<file path="config.mk">
export PLATFORM = sky130hd
export DESIGN_NAME = m_execute
export DESIGN_NICKNAME = d
export VERILOG_FILES = /design/src/rtl/m_execute_pkg.sv /design/src/rtl/m_div_serial.sv /design/src/rtl/m_execute.sv
export SDC_FILE = /design/constraint.sdc
export NUM_CORES = 2
export LEC_CHECK = 0
export ABC_CLOCK_PERIOD_IN_PS = 6400
export CORE_ASPECT_RATIO = 1.75
export CORE_MARGIN = 2
export CORE_UTILIZATION = 56
export DETAILED_ROUTE_END_ITERATION = 12
export DONT_BUFFER_PORTS = 1
export PLACE_DENSITY = 0.76
export SYNTH_ARGS = -nofsm -noshare
export SYNTH_HDL_FRONTEND = slang
export SYNTH_SLANG_ARGS = --single-unit
</file>
<file path="constraint.sdc">
create_clock -name clock -period 6.4 [get_ports clock]
set_input_delay 0.64 -clock clock [delete_from_list [all_inputs] [get_ports clock]]
set_output_delay 0.64 -clock clock [all_outputs]
set_load 0.01 [all_outputs]
</file>
<file path="src/rtl/m_execute_pkg.sv">
// Shared op codes, FSM states and op-class helpers
// for the iterative RV64M multiply/divide unit.
package m_execute_pkg;

  localparam logic [5:0] OP_MUL    = 6'd20;
  localparam logic [5:0] OP_MULH   = 6'd21;
  localparam logic [5:0] OP_MULHU  = 6'd22;
  localparam logic [5:0] OP_MULHSU = 6'd23;
  localparam logic [5:0] OP_DIV    = 6'd24;
  localparam logic [5:0] OP_DIVU   = 6'd25;
  localparam logic [5:0] OP_REM    = 6'd26;
  localparam logic [5:0] OP_REMU   = 6'd27;
  localparam logic [5:0] OP_MULW   = 6'd28;
  localparam logic [5:0] OP_DIVW   = 6'd29;
  localparam logic [5:0] OP_DIVUW  = 6'd30;
  localparam logic [5:0] OP_REMW   = 6'd31;
  localparam logic [5:0] OP_REMUW  = 6'd32;

  typedef enum logic [1:0] {
    S_IDLE = 2'd0,
    S_CALC = 2'd1,
    S_FIX  = 2'd2,
    S_DONE = 2'd3
  } state_t;

  function automatic logic op_valid(logic [5:0] op);
    return op >= OP_MUL && op <= OP_REMUW;
  endfunction

  function automatic logic op_is_w(logic [5:0] op);
    return op >= OP_MULW && op <= OP_REMUW;
  endfunction

  function automatic logic op_is_div(logic [5:0] op);
    return op inside {[OP_DIV:OP_REMU],
                      [OP_DIVW:OP_REMUW]};
  endfunction

  function automatic logic op_is_rem(logic [5:0] op);
    return op inside {OP_REM, OP_REMU,
                      OP_REMW, OP_REMUW};
  endfunction

  function automatic logic op_a_signed(logic [5:0] op);
    return op inside {OP_MULH, OP_MULHSU, OP_DIV,
                      OP_REM, OP_DIVW, OP_REMW};
  endfunction

  function automatic logic op_b_signed(logic [5:0] op);
    return op inside {OP_MULH, OP_DIV, OP_REM,
                      OP_DIVW, OP_REMW};
  endfunction

endpackage

</file>
<file path="src/rtl/m_div_serial.sv">
// Restoring divider datapath, one quotient bit per step.
// Ports: clock/reset, load_i, step_i, dividend_i, divisor_i, quot_o, rem_o.
module m_div_serial #(
  parameter int W = 64
) (
  input  logic         clock,
  input  logic         reset,
  input  logic         load_i,
  input  logic         step_i,
  input  logic [W-1:0] dividend_i,
  input  logic [W-1:0] divisor_i,
  output logic [W-1:0] quot_o,
  output logic [W-1:0] rem_o
);

  logic [W-1:0] quot_q;
  logic [W-1:0] rem_q;
  logic [W-1:0] dvs_q;
  logic [W:0]   trial;

  // partial remainder can reach W+1 bits after the shift
  assign trial = {rem_q, quot_q[W-1]} - {1'b0, dvs_q};

  always_ff @(posedge clock or negedge reset) begin
    if (!reset) begin
      quot_q <= '0;
      rem_q  <= '0;
      dvs_q  <= '0;
    end else if (load_i) begin
      quot_q <= dividend_i;
      rem_q  <= '0;
      dvs_q  <= divisor_i;
    end else if (step_i) begin
      if (!trial[W]) begin
        rem_q  <= trial[W-1:0];
        quot_q <= {quot_q[W-2:0], 1'b1};
      end else begin
        rem_q  <= {rem_q[W-2:0], quot_q[W-1]};
        quot_q <= {quot_q[W-2:0], 1'b0};
      end
    end
  end

  assign quot_o = quot_q;
  assign rem_o  = rem_q;

endmodule

</file>
<file path="src/rtl/m_execute.sv">
// Iterative RV64M multiply/divide unit (shift-add mul, restoring div).
// Ports: clock, reset(n), flush, req_*/ALU_operation/operands in, resp_*/result out.
module m_execute
  import m_execute_pkg::*;
#(
  parameter int DATA_WIDTH = 64
) (
  input  logic                  clock,
  input  logic                  reset,
  input  logic                  flush,
  input  logic                  req_valid,
  output logic                  req_ready,
  input  logic [5:0]            ALU_operation,
  input  logic [DATA_WIDTH-1:0] operand_A,
  input  logic [DATA_WIDTH-1:0] operand_B,
  output logic                  resp_valid,
  input  logic                  resp_ready,
  output logic [DATA_WIDTH-1:0] result
);

  localparam int W  = DATA_WIDTH;
  localparam int CW = $clog2(W);
  localparam logic [W-1:0] MIN_V = {1'b1, {(W-1){1'b0}}};

  function automatic logic [W-1:0] sext32(logic [31:0] x);
    return {{(W-32){x[31]}}, x};
  endfunction

  state_t        state_q, state_d;
  logic [5:0]    op_q;
  logic          neg_q;
  logic [CW-1:0] cnt_q;
  logic [2*W-1:0] acc_q, mcand_q;
  logic [W-1:0]  mplier_q;
  logic [W-1:0]  result_q;

  logic          is_w, divf, is_rem, sa, sb;
  logic          b_zero, ovf, special, accept;
  logic [W-1:0]  a_src, b_src, a_neg, b_neg;
  logic [W-1:0]  a_mag, b_mag, dvd_in;
  logic [W-1:0]  spec_res, fix_res;
  logic [W-1:0]  quot, remv, quo_s, rem_s;
  logic [2*W-1:0] prod_s;

  assign is_w   = op_is_w(ALU_operation);
  assign divf   = op_is_div(ALU_operation);
  assign is_rem = op_is_rem(ALU_operation);

  assign sa = op_a_signed(ALU_operation)
            & (is_w ? operand_A[31] : operand_A[W-1]);
  assign sb = op_b_signed(ALU_operation)
            & (is_w ? operand_B[31] : operand_B[W-1]);

  assign a_src = is_w ? {{(W-32){1'b0}}, operand_A[31:0]}
                      : operand_A;
  assign b_src = is_w ? {{(W-32){1'b0}}, operand_B[31:0]}
                      : operand_B;
  assign a_neg = -a_src;
  assign b_neg = -b_src;

  // magnitudes; W-ops keep the upper half clear
  assign a_mag = !sa ? a_src
               : is_w ? {{(W-32){1'b0}}, a_neg[31:0]} : a_neg;
  assign b_mag = !sb ? b_src
               : is_w ? {{(W-32){1'b0}}, b_neg[31:0]} : b_neg;

  // W divides start with the 32-bit dividend in the top half,
  // so 32 steps leave the quotient in the low half
  assign dvd_in = is_w ? {a_mag[31:0], {(W-32){1'b0}}} : a_mag;

  assign b_zero = is_w ? (operand_B[31:0] == '0)
                       : (operand_B == '0);
  assign ovf = op_a_signed(ALU_operation) & divf
             & (is_w ? (operand_A[31:0] == 32'h8000_0000
                        && &operand_B[31:0])
                     : (operand_A == MIN_V && &operand_B));

  assign special = !op_valid(ALU_operation)
                 | (divf & (b_zero | ovf));

  always_comb begin
    spec_res = '0;
    if (op_valid(ALU_operation) && divf) begin
      if (b_zero) begin
        spec_res = !is_rem ? '1
                 : is_w ? sext32(operand_A[31:0]) : operand_A;
      end else if (ovf) begin
        spec_res = is_rem ? '0
                 : is_w ? sext32(32'h8000_0000) : MIN_V;
      end
    end
  end

  always_comb begin
    state_d = state_q;
    accept  = 1'b0;
    if (flush) begin
      state_d = S_IDLE;
    end else begin
      unique case (state_q)
        S_IDLE: if (req_valid) begin
          accept  = 1'b1;
          state_d = special ? S_DONE : S_CALC;
        end
        S_CALC: if (cnt_q == '0) state_d = S_FIX;
        S_FIX:  state_d = S_DONE;
        S_DONE: if (resp_ready) state_d = S_IDLE;
        default: state_d = S_IDLE;
      endcase
    end
  end

  m_div_serial #(.W(W)) u_div (
    .clock      (clock),
    .reset      (reset),
    .load_i     (accept),
    .step_i     (state_q == S_CALC),
    .dividend_i (dvd_in),
    .divisor_i  (b_mag),
    .quot_o     (quot),
    .rem_o      (remv)
  );

  assign prod_s = neg_q ? -acc_q : acc_q;
  assign quo_s  = neg_q ? -quot : quot;
  assign rem_s  = neg_q ? -remv : remv;

  always_comb begin
    fix_res = '0;
    unique case (op_q)
      OP_MUL:  fix_res = prod_s[W-1:0];
      OP_MULH, OP_MULHU, OP_MULHSU:
               fix_res = prod_s[2*W-1:W];
      OP_MULW: fix_res = sext32(prod_s[31:0]);
      OP_DIV, OP_DIVU:     fix_res = quo_s;
      OP_REM, OP_REMU:     fix_res = rem_s;
      OP_DIVW, OP_DIVUW:   fix_res = sext32(quo_s[31:0]);
      OP_REMW, OP_REMUW:   fix_res = sext32(rem_s[31:0]);
      default: fix_res = '0;
    endcase
  end

  always_ff @(posedge clock or negedge reset) begin
    if (!reset) begin
      state_q  <= S_IDLE;
      op_q     <= '0;
      neg_q    <= 1'b0;
      cnt_q    <= '0;
      acc_q    <= '0;
      mcand_q  <= '0;
      mplier_q <= '0;
      result_q <= '0;
    end else begin
      state_q <= state_d;
      if (accept) begin
        op_q     <= ALU_operation;
        neg_q    <= is_rem ? sa : (sa ^ sb);
        cnt_q    <= is_w ? CW'(31) : CW'(W-1);
        acc_q    <= '0;
        mcand_q  <= {{W{1'b0}}, a_mag};
        mplier_q <= b_mag;
        if (special) result_q <= spec_res;
      end else if (!flush && state_q == S_CALC) begin
        if (cnt_q != '0) cnt_q <= cnt_q - CW'(1);
        if (mplier_q[0]) acc_q <= acc_q + mcand_q;
        mcand_q  <= mcand_q << 1;
        mplier_q <= mplier_q >> 1;
      end
      if (!flush && state_q == S_FIX) result_q <= fix_res;
    end
  end

  assign req_ready  = (state_q == S_IDLE);
  assign resp_valid = (state_q == S_DONE);
  assign result     = result_q;

endmodule

</file>
# Yosys cells after proc, flatten, opt, wreduce, memory -nomap -nowiden
# Cells that the tools add are included.
# totals
wordCells	151
regBits	591
in_bits	139
# classes
eq_ne	29
order_cmp	6
add_sub_neg	8
n_mux	52
n_reduce_logical	37
bitwise	8
# op_table
op	count
$mux 64	25
$mux 128	6
$pmux 64 s7	1
$neg 64->64	4
$add 128x128->128	1
$neg 128->128	1
$eq 6x5->1 const B	19
$sub 65x64->65	1
$eq 64x64->1 const B	1
$logic_not 64->1	1
$reduce_and 64->1	1
$mux 63	1
$eq 32x32->1 const B	1
$logic_not 32->1	1
$reduce_and 32->1	1
$ge 6x5->1 const B	4
$mux 6	4
$reduce_bool 2->1	7
$eq 6x6->1 const B	2
$reduce_bool 6->1	2
$mux 2	5
$logic_and 1x1->1	9
$mux 1	9
$pmux 2 s4	1
other kinds (19)	32

# Depth between registers and ports, before layout
# depth
word_depth	12
ltp_mapped	16

# Hierarchy
# A second synthesis with hierarchy kept.
# hier_totals
hier_cells	6384
area_unflattened_um2	48201.2
# by_module_without_submodules
mod	area_per_inst_um2	cells_per_inst	n_inst
m_execute	35734.3	4899	1
m_div_serial	12467.0	1485	1

# Worst setup path before layout
# OpenSTA, ideal clock, no wires.
# synth_path
kind	register to register
startpoint	register acc_q[7]
endpoint	register result_q[51] (netlist: result[51])
stages_incl_launch_ff	12
t_arrival_ns	4.357
required_time_ns	6.276
path_slack_ns	1.919
synth_period_minus_slack_ns	4.481
n_path_buf	1
path_cell_list	dfrtp_1 > or4_4 > or4_1 > or4_1 > buf_2 > or4_4 > or4_4 > or4b_4 > o31ai_4 > xnor2_1 > a2111oi_4 > o21ai_2
# synth_via
elab_chain_len	4
# synth_lines
element	line	rtl
from (decl)	m_execute.sv:33	logic [2*W-1:0] acc_q, mcand_q;
from (signal assigned)	m_execute.sv:165	if (mplier_q[0]) acc_q <= acc_q + mcand_q;
$neg 128->128	m_execute.sv:124	assign prod_s = neg_q ? -acc_q : acc_q;
$mux 128	m_execute.sv:124	
$pmux 64 s7	m_execute.sv:130	unique case (op_q)
$mux 64	m_execute.sv:169	if (!flush && state_q == S_FIX) result_q <= fix_res;
to (signal assigned)	m_execute.sv:162	if (special) result_q <= spec_res;
to (signal assigned)	m_execute.sv:169	
to (decl)	m_execute.sv:35	logic [W-1:0] result_q;
# Every way passes these cells.
# A chain may end at the register's enable or synchronous reset.

# Worst setup path in the final report
# layout_path
startpoint	register acc_q[3]
endpoint	register result_q[42] (netlist: result[42])
# Same word-level chain as after synthesis.

==> flow_metrics.env <==
export IMPL_max_clock_freq_ghz=0.1833
export IMPL_cp_slowest_stage_delay_ns=0.79
export IMPL_detail_route_vias_per_cell=7.166
export IMPL_placement_rows=141
export IMPL_routed_wl_met2_mm=101.1
export IMPL_route_final_wire_length_mm=222.7
export IMPL_worst_setup_hold_path_clk_slew_ns=0.07
export IMPL_cts_root_buffer_cell="clkbuf_16"
export IMPL_fin_area_mm2=0.05096
export IMPL_grt_first_pass_wirelength_mm=321.8
export IMPL_yosys_register_bits=591
export IMPL_design_die_area_mm2=0.08782
export IMPL_crit_reg2reg_capture="result[42]"
export IMPL_setup_reg_to_reg_worst_slack_ns=0.95
export IMPL_report_final_slew_viol_count=428
export IMPL_r2r_start="acc_q[3]"
export IMPL_critical_path_peak_fanout=11
export IMPL_die_y_um=390.5
export IMPL_rsz0062_at_grt="no"
export IMPL_final_hold_violation_count=175
export IMPL_cap_violations=3
export IMPL_max_clock_path_buffers=3
export IMPL_clock_insertion_delay_worst_skew_ns=0.70
export IMPL_fillers=7895
export IMPL_cts_resized_gates=0
export IMPL_detail_route_antenna_nets=0
export IMPL_drt_drc=2
export IMPL_slowest_stage="a21oi_1"
export IMPL_floorplan_die_width_um=224.9
export IMPL_hold_path_class="in -> async"
export IMPL_grt_antenna_before_repair=12
export IMPL_detailedPlacementHpwl_mm=167.4
export IMPL_detail_route_iter0_violations=5754
export IMPL_r2r_cells=11
export IMPL_tritoncts="done"
export IMPL_timing_critical_path_from="acc_q[3]"
export IMPL_synth_async_reset_ratio_pct=100.0
export IMPL_post_synth_inst_count=6133
export IMPL_worst_ep_required_time_ns=6.97
export IMPL_path_class="reg -> reg"
export IMPL_yosysWarnings=0
export IMPL_cp_endpoint="result[42]"
export IMPL_final_common_cell="nand2_1"
export IMPL_synth_largest_area_cell="dfrtp_1"
export IMPL_syn_nets=6477
export IMPL_syn_avg_cell_area_um2=7.795
export IMPL_synth_main_ff_cell="dfrtp_1"
export IMPL_core_area_mm2=0.08450
export IMPL_hold_worst_slack_ns=-0.3576
export IMPL_detailed_route_wirelength_on_metal3_mm=21.36
export IMPL_synth_seq_area_share_pct=30.94
export IMPL_power_static_leakage_nw=21.23
export IMPL_initial_core_util_pct=56.57
export IMPL_ir_worst_vdd_mv=0.4949
export IMPL_place_congestion=1.093
export IMPL_min_period_over_period_pct=85.22
export IMPL_fin_setup_tns_ns=0
export IMPL_endpoint_kind="flop"
export IMPL_post_cts_repair_setup_buffers=0
export IMPL_design_power_total_mw=27.49
export IMPL_route_vias_total=50360
export IMPL_synth_lib_cells_used_distinct=92
export IMPL_grt_max_degree=592
export IMPL_final_min_clock_period_ns=5.454
export IMPL_final_layout_size_suffix_gt1_share_pct=4.826
export IMPL_relSlewSlack_pct=-67.19
export IMPL_num_cts_buffers=66
export IMPL_mostFrequentLayoutCells="nand2_1 (861), dfrtp_1 (590), o21ai_0 (588)"
export IMPL_drt_pass1_iter_count=12
export IMPL_grt_util_all_layers_pct=49.91
export IMPL_wl_per_cell_um=31.70
export IMPL_place_detailed_instances=6901
export IMPL_number_of_i_o_port_buffers=0
export IMPL_ports=205
export IMPL_finalNetCount=6242
export IMPL_netlist_top_cells_area="dfrtp_1 (31%), nand2_1 (6.8%), o21ai_0 (6.2%)"
export IMPL_failing_checks="DRC, hold timing, capacitance limit, slew limit"
export IMPL_global_route_overflow_total=0
export IMPL_timing_critical_path_cells="or3_1 > or4_1 > or4_1 > o31ai_1 > xor2_1 > nor2_1 > a21oi_1 > o221ai_1 > a21oi_1 > o21ai_0 > a221o_1"
export IMPL_highest_signal_layer="met5"
export IMPL_synth_largest_type_area_fraction_pct=30.94
export IMPL_finish_cell_count_without_fillers=7027
export IMPL_htree_num_levels=3
export IMPL_critPathLaunchType="flop"
export IMPL_p_per_area_mw_per_mm2=539.5
export IMPL_vias_in_the_first_global_route=48970
export IMPL_synth_edff_count=0
export IMPL_worst_ep_arrival_time_ns=6.03
export IMPL_route_layer_met1_wl_mm=69.34
export IMPL_worstMarginPinSlew_ns=2.508
export IMPL_final_setup_violation_count=0
export IMPL_outcome="finished with violations"
export IMPL_fin_skew_ns=0.02559
export IMPL_dpl_instance_area_mm2=0.04852
export IMPL_netlist_area_mm2=0.04781
export IMPL_area_growth_syn_to_layout_pct=6.585
export IMPL_cts_sinks=591
-- state kept, by name, summed over array words and instances, names as in the netlist --
signal        count
cnt_q             6
u_div.dvs_q      64
mcand_q         128
mplier_q         64
op_q              6
result           64
u_div.rem_o      64
neg_q             1
u_div.quot_o     64
acc_q           128
state_q           2
-- metrics by stage --
stage / utilization (%) / hold slack [ns] / worst slack, ns
2_1_floorplan: - / 0.3444 / 1.919
3_3_place_gp: 57.40 / 0.3556 / 1.207
3_5_place_dp: 57.41 / 0.3562 / 1.183
4_1_cts: 60.24 / -0.3413 / 1.162
5_1_grt: 60.28 / -0.3575 / 1.020
6_report: 60.30 / -0.3576 / 0.9457
-- critical path: cells and delay by family, from the launching register on --
| kind | cells | cell delay (ns) |
|---|---|---|
| AO/OA/AOI/OAI | 6 | 2.54 |
| AND/OR/NAND/NOR | 4 | 1.89 |
| XOR/XNOR | 1 | 0.47 |
| flip-flops | 1 | 0.43 |
-- synth_stat cells, drive strengths merged, types with 64 or more instances --
cell type / n
a211oi: 87
a21o: 114
a21oi: 572
a31oi: 100
and3: 81
clkbuf: 348
dfrtp: 591
ha: 203
inv: 139
mux2i: 137
nand2: 864
nand3: 102
nand4: 112
nor2: 436
nor3: 95
nor4: 64
o21ai: 592
o22ai: 104
o31ai: 109
or3: 103
xnor2: 256
xor2: 269
-- logic make-up (layout without fill, tap and decap cells) --
family | count (synthesis) | count (layout) | synth area share [%]
XOR/XNOR | 525 | 525 | 9.618
other | 0 | 8 | 0
flip-flops | 591 | 591 | 30.94
AO/OA/AOI/OAI | 2054 | 2054 | 26.38
AND/OR/NAND/NOR | 2095 | 2095 | 20.57
buffers and inverters | 526 | 340 | 4.235
multiplexers | 137 | 137 | 2.868
adder cells (fa/ha/maj) | 205 | 205 | 5.397
-- layout make-up --
type	instances	area, um^2	share of cell area [%]
Multi-Input combinational cell	5016	31190	61.20
Sequential cell	591	14790	29.03
Clock buffer	87	1874	3.678
Tap cell	1072	1341	2.632
Timing Repair Buffer	84	703.2	1.380
Inverter	139	521.8	1.024
Clock inverter	30	515.5	1.012
Antenna cell	8	20.02	0.03929
-- worst min path at each step --
stage / endpoint / depth (start not counted)
2_1_floorplan: acc_q[0] / 0
3_3_place_gp: mplier_q[14] / 0
3_5_place_dp: mplier_q[14] / 0
4_1_cts: mplier_q[13] / 0
5_1_grt: mplier_q[13] / 0
6_report: mplier_q[14] / 0
-- power breakdown --
part           leakage [nW]  total (mW)  internal [mW]  switching [mW]
clock network          1.15        4.39           2.60            1.79
registers              7.47        7.36           5.13            2.22
logic                  12.6        15.7           5.69            10.1
total                  21.2        27.5           13.4            14.1
-- metal layers --
metal | vias up | GRT usage (%)
li1 | 21880 | -
met1 | 24110 | 48.41
met2 | 3050 | 79.70
met3 | 1300 | 15.20
met4 | 12 | 55.94
met5 | - | 0.1698
Note: power is estimated with default switching activity, not from simulation.
